**config.mk**
```make
export PLATFORM = sky130hd
export DESIGN_NAME = led_scan_sequencer
export DESIGN_NICKNAME = d
export VERILOG_FILES = /design/src/rtl/led_scan_sequencer.sv
export SDC_FILE = /design/constraint.sdc
export NUM_CORES = 1
export LEC_CHECK = 0
export CAP_MARGIN = 20
export CELL_PAD_IN_SITES_DETAIL_PLACEMENT = 1
export CELL_PAD_IN_SITES_GLOBAL_PLACEMENT = 2
export CORE_MARGIN = 3
export CORE_UTILIZATION = 36
export CTS_BUF_LIST = sky130_fd_sc_hd__clkbuf_4 sky130_fd_sc_hd__clkbuf_8
export CTS_CLUSTER_SIZE = 16
export DETAILED_ROUTE_END_ITERATION = 7
export GPL_ROUTABILITY_DRIVEN = 0
export GPL_TIMING_DRIVEN = 0
export PLACE_DENSITY_LB_ADDON = 0.1
export SLEW_MARGIN = 5
export SYNTH_ARGS = -nofsm -noshare
export SYNTH_HDL_FRONTEND = slang
export SYNTH_SLANG_ARGS = --single-unit
```
**constraint.sdc**
```tcl
create_clock -name clk -period 2.2 [get_ports clk]
set_input_delay 0.44 -clock clk [delete_from_list [all_inputs] [get_ports clk]]
set_output_delay 0.44 -clock clk [all_outputs]
set_load 0.01 [all_outputs]
```
**src/rtl/led_scan_sequencer.sv**
```systemverilog
// rtl/led_scan_sequencer.sv - 74HC595 LED Pmod scan sequencer with 4-level grayscale
//
// Ports:
//   clk          system clock
//   rst          asynchronous active-high reset
//   enable       run scanning; sampled only between words
//   row_rd       one-clk frame-buffer read strobe
//   row_addr     row being read, valid with row_rd
//   row_data     {col7..col0} 2-bit densities, valid 1 clk after row_rd
//   sclk         595 shift clock
//   rclk         595 storage latch
//   srclr_n      595 clear, active low (low only while idle)
//   serial_data  595 serial input, MSB first
//   busy         high whenever not idle
//   frame_done   one-clk pulse after the last word of a frame latches
module led_scan_sequencer #(
    parameter int CLK_DIV = 100,
    parameter int ROWS    = 8,
    parameter int PLANES  = 3,
    localparam int RW     = $clog2(ROWS),
    localparam int CW     = $clog2(CLK_DIV),
    localparam int PW     = (PLANES > 1) ? $clog2(PLANES) : 1
) (
    input  logic          clk,
    input  logic          rst,
    input  logic          enable,
    output logic          row_rd,
    output logic [RW-1:0] row_addr,
    input  logic [15:0]   row_data,
    output logic          sclk,
    output logic          rclk,
    output logic          srclr_n,
    output logic          serial_data,
    output logic          busy,
    output logic          frame_done
);

    typedef enum logic [2:0] {
        IDLE, FETCH, CAPTURE, SHIFT, LATCH, ADVANCE
    } state_t;

    state_t        state, state_next;
    logic [CW-1:0] div_cnt;
    logic          phase;      // SHIFT: 0 = data setup, 1 = sclk high; LATCH: 0 = rclk high, 1 = rclk low
    logic [3:0]    bit_idx;
    logic [15:0]   word;
    logic [15:0]   cap_word;
    logic [RW-1:0] row;
    logic [PW-1:0] plane;
    logic          sd_q;
    logic          tick;
    logic          last_plane;
    logic          last_row;

    assign tick       = (div_cnt == CW'(CLK_DIV - 1));
    assign last_plane = (plane == PW'(PLANES - 1));
    assign last_row   = (row == RW'(ROWS - 1));

    // A column is lit in this plane when its density exceeds the plane index,
    // so density d is lit in planes 0..d-1.
    always_comb begin
        cap_word       = '0;
        cap_word[15:8] = 8'd1 << row;
        for (int i = 0; i < 8; i++) begin
            cap_word[i] = ({30'd0, row_data[2*i +: 2]} > 32'(plane));
        end
    end

    always_ff @(posedge clk or posedge rst) begin
        if (rst) state <= IDLE;
        else     state <= state_next;
    end

    always_comb begin
        state_next = state;
        row_rd     = 1'b0;
        sclk       = 1'b0;
        rclk       = 1'b0;
        frame_done = 1'b0;
        case (state)
            IDLE:    if (enable) state_next = FETCH;
            FETCH: begin
                row_rd     = 1'b1;
                state_next = CAPTURE;
            end
            CAPTURE: state_next = SHIFT;
            SHIFT: begin
                sclk = phase;
                if (tick && phase && (bit_idx == 4'd0)) state_next = LATCH;
            end
            LATCH: begin
                rclk = ~phase;
                if (tick && phase) state_next = ADVANCE;
            end
            ADVANCE: begin
                frame_done = last_plane && last_row;
                state_next = enable ? FETCH : IDLE;
            end
            default: state_next = IDLE;
        endcase
    end

    assign busy        = (state != IDLE);
    assign srclr_n     = (state != IDLE);
    assign row_addr    = row;
    assign serial_data = sd_q;

    // serial_data is registered and only updated when a new phase A begins,
    // so it stays put through the sclk-high half and through LATCH.
    always_ff @(posedge clk or posedge rst) begin
        if (rst) begin
            div_cnt <= '0;
            phase   <= 1'b0;
            bit_idx <= 4'd0;
            word    <= 16'd0;
            row     <= '0;
            plane   <= '0;
            sd_q    <= 1'b0;
        end else begin
            if ((state == SHIFT || state == LATCH) && !tick) div_cnt <= div_cnt + 1'b1;
            else                                              div_cnt <= '0;

            case (state)
                CAPTURE: begin
                    word    <= cap_word;
                    bit_idx <= 4'd15;
                    phase   <= 1'b0;
                    sd_q    <= cap_word[15];
                end
                SHIFT: begin
                    if (tick) begin
                        if (!phase) begin
                            phase <= 1'b1;
                        end else begin
                            phase <= 1'b0;
                            if (bit_idx != 4'd0) begin
                                bit_idx <= bit_idx - 4'd1;
                                sd_q    <= word[bit_idx - 4'd1];
                            end
                        end
                    end
                end
                LATCH: begin
                    if (tick) phase <= ~phase;
                end
                ADVANCE: begin
                    if (last_plane) begin
                        plane <= '0;
                        row   <= last_row ? '0 : row + 1'b1;
                    end else begin
                        plane <= plane + 1'b1;
                    end
                end
                default: ;
            endcase
        end
    end

endmodule

```
==> results.json <==
{
  "outcome": "finished, final reports clean",
  "wl_per_cell_um": 13.9,
  "setup_viol": 0,
  "yosys_warnings": 0,
  "worst_setup_path_end_kind": "primary output",
  "dieArea_mm2": 0.00734,
  "first_global_vias": 1798,
  "io_buffer_count": 28,
  "grt_max_degree": 38,
  "cts-root-buf": "clkbuf_8",
  "die_h_um": 85.7,
  "final_cell_mix": "nand2_1, dfrtp_1, o21ai_0, ha_1, clkdlybuf4s50_1",
  "syn2layout_area_growth_pct": 23.1,
  "clock_power_share": 0.387,
  "hpwl_um": 3620,
  "tightest_slew_ns": 0.984,
  "max_cap_violations": 0,
  "crit_arrival_ns": 1.64,
  "rsz0062_at_grt": "no",
  "via_per_inst": 5.01,
  "avgSynthCellArea_um2": 9.72,
  "die_x_um": 85.7,
  "switching_share": 0.226,
  "tns_ns": 0,
  "cts_made_buffers": 5,
  "period_needed_ns": 2.08,
  "fmax_mhz": 482,
  "final_common_cell": "nand2_1",
  "relSlewSlack": 0.343,
  "antenna_found_initial": 0,
  "first_pass_iters": 4,
  "power_density_mw_per_mm2": 438,
  "post-route-period-util": 0.944,
  "clk_pin_slew_ns": 0.07,
  "grt_pass1_wl_um": 8440,
  "worstSetupPathType": "register to primary output",
  "vdd_drop_max_mv": 0.280,
  "leakagePower_nw": 1.33,
  "drive_gt1_frac": 0.153,
  "pwr-share-seq": 0.552,
  "p_int_mw": 0.954,
  "final_antenna_net_count": 0,
  "comb_power_share": 0.061,
  "core_area_mm2": 0.00603,
  "vias": 1747,
  "hold_path.class": "register to register",
  "layout_setup_ws_ns": 0.124,
  "clock_latency_ns": 0.29,
  "core.rowCount": 28,
  "ys_ff_latch": 37,
  "cts.sinks": 37,
  "netlist_area_mm2": 0.00228,
  "pre_cts_ws_ns": -0.238,
  "synth_cells": 235,
  "hold_buffers": 0,
  "final_nets": 317,
  "startpoint_type": "register",
  "path_max_fanout": 10,
  "yosysSeqAreaShare": 0.405,
  "skew_ns": 0.00435,
  "critical_path_required_ns": 1.76,
  "clock_path_buffers": 2,
  "final-hold-violation-count": 0,
  "wl_um": 4860,
  "ys_types": 43,
  "place_area_mm2": 0.00266,
  "design_area_mm2": 0.00281,
  "n_antenna_cell": 0,
  "cts_tree": "done",
  "grt_usage": 0.146,
  "drt_iter0_markers": 55,
  "drcViolationCount": 0,
  "final_max_slew_viol_count": 0,
  "pin_count": 29,
  "p_sw_mw": 0.278,
  "start_util": 0.379,
  "syn-num-nets": 279,
  "overflow": 0,
  "htreeDepth": 2
}
[power by group through the flow]
stage	Sequential, mW	Clock [mW]	Combinational (mW)
2_1_floorplan	0.693	0	0.0338
3_3_place_gp	0.693	0	0.0759
3_5_place_dp	0.693	0	0.0780
4_1_cts	0.679	0.500	0.0782
5_1_grt	0.679	0.536	0.0884
6_report	0.680	0.477	0.0753
[kinds of logic (layout without fill, tap and decap cells)]
group                      count (synthesis)  in the layout  synth area share
AOI/OAI and AO/OA                         44             44             0.134
muxes                                      5              5            0.0460
and+or+nand+nor                           91             91             0.196
DFF                                       37             37             0.405
buffers and inverters                     26             65            0.0553
xor gates and xnor gates                   7              7            0.0268
adders and majority gates                 25             25             0.137
[path summary, 6_finish.rpt]
| check | startpoint | endpoint | slack [ns] | cells past startpoint |
|---|---|---|---|---|
| setup / recovery | state[1]$_DFFE_PP0P_ | srclr_n | 0.12 | 4 |
| hold / removal | word[13]$_DFFE_PP0P_ | word[13]$_DFFE_PP0P_ | 0.47 | 2 |
| setup reg to reg | bit_idx[0]$_DFFE_PP0P_ | serial_data$_DFFE_PP0P_ | 0.15 | 8 |
| hold reg to reg | word[13]$_DFFE_PP0P_ | word[13]$_DFFE_PP0P_ | 0.47 | 2 |
| max in group asynchronous | rst | word[15]$_DFFE_PP0P_ | 1.07 | 2 |
| min in group asynchronous | rst | state[0]$_DFFE_PP0P_ | 0.63 | 2 |
[stage by stage]
stage,utilization,hold slack (ns),instances,total power [mW]
after detailed placement,0.441,0.458,338,0.771
after floorplan,-,0.425,235,0.727
after global routing,0.467,0.498,349,1.30
final,0.467,0.467,349,1.23
after CTS,0.462,0.475,348,1.26
after global placement,0.441,0.448,338,0.769
[final cells by class]
cell class                 instances  area [µm²]
buffer                             8        61.3
clock buffer                       6        76.3
clock inverter                     2        10.0
fill                             699        3210
inverter                          17        63.8
multi-input combinational        172        1270
sequential                        37         926
tap                               75        93.8
timing repair buffer              32         308
[state kept, by name, summed over array words and instances (netlist names)]
name,count
bit_idx,4
row_addr,3
phase,1
word,16
state,3
plane,2
serial_data,1
div_cnt,7
[critical path: stages, from the launching register on]
cell and delay, ns:
dfrtp_1 0.38, clkbuf_8 0.16, or3_4 0.40, buf_4 0.14, dlygate4sd2_1 0.27
[cells in the mapped netlist, drive strengths merged]
cell / n / area share
nand2: 43 / 0.071
dfrtp: 37 / 0.41
o21ai: 28 / 0.061
ha: 25 / 0.14
inv: 17 / 0.028
nor2: 15 / 0.028
nor2b: 9 / 0.025
nand3: 7 / 0.015
clkbuf: 6 / 0.019
mux4: 4 / 0.042
xnor2: 4 / 0.015
a21o: 3 / 0.010
buf: 3 / 0.0088
nor3: 3 / 0.0066
xor2: 3 / 0.012
a21oi: 2 / 0.0044
and2: 2 / 0.0055
nand3b: 2 / 0.0082
nor3b: 2 / 0.0066
o2bb2ai: 2 / 0.016
or3: 2 / 0.0055
or3b: 2 / 0.0077
a2111oi: 1 / 0.0066
a211o: 1 / 0.0038
a211oi: 1 / 0.0055
a21boi: 1 / 0.0033
a221o: 1 / 0.0044
and3: 1 / 0.0027
and3b: 1 / 0.0044
mux2i: 1 / 0.0044
o221ai: 1 / 0.0066
o31ai: 1 / 0.0033
o32a: 1 / 0.0049
o41ai: 1 / 0.0038
or2b: 1 / 0.0038
or4b: 1 / 0.0060
[layer usage]
layer | wire length [µm] | vias up | track usage | share of wire
li1 | - | 876 | - | -
met1 | 2340 | 842 | 0.198 | 0.48
met2 | 2300 | 24 | 0.233 | 0.47
met3 | 177 | 5 | 0.0298 | 0.036
met4 | 40 | 0 | 0.0475 | 0.0082
met5 | 0 | - | 0 | 0
[what timing repair did]
| item | CTS | global route |
|---|---|---|
| gates resized for setup | 11 | 7 |
| endpoints found under the setup margin | 7 | 4 |
| buffers inserted | 3 | 1 |
| hold endpoints to repair | 0 | 0 |
| pin swaps | 1 | 1 |
Power figures use the tool's default switching activity.
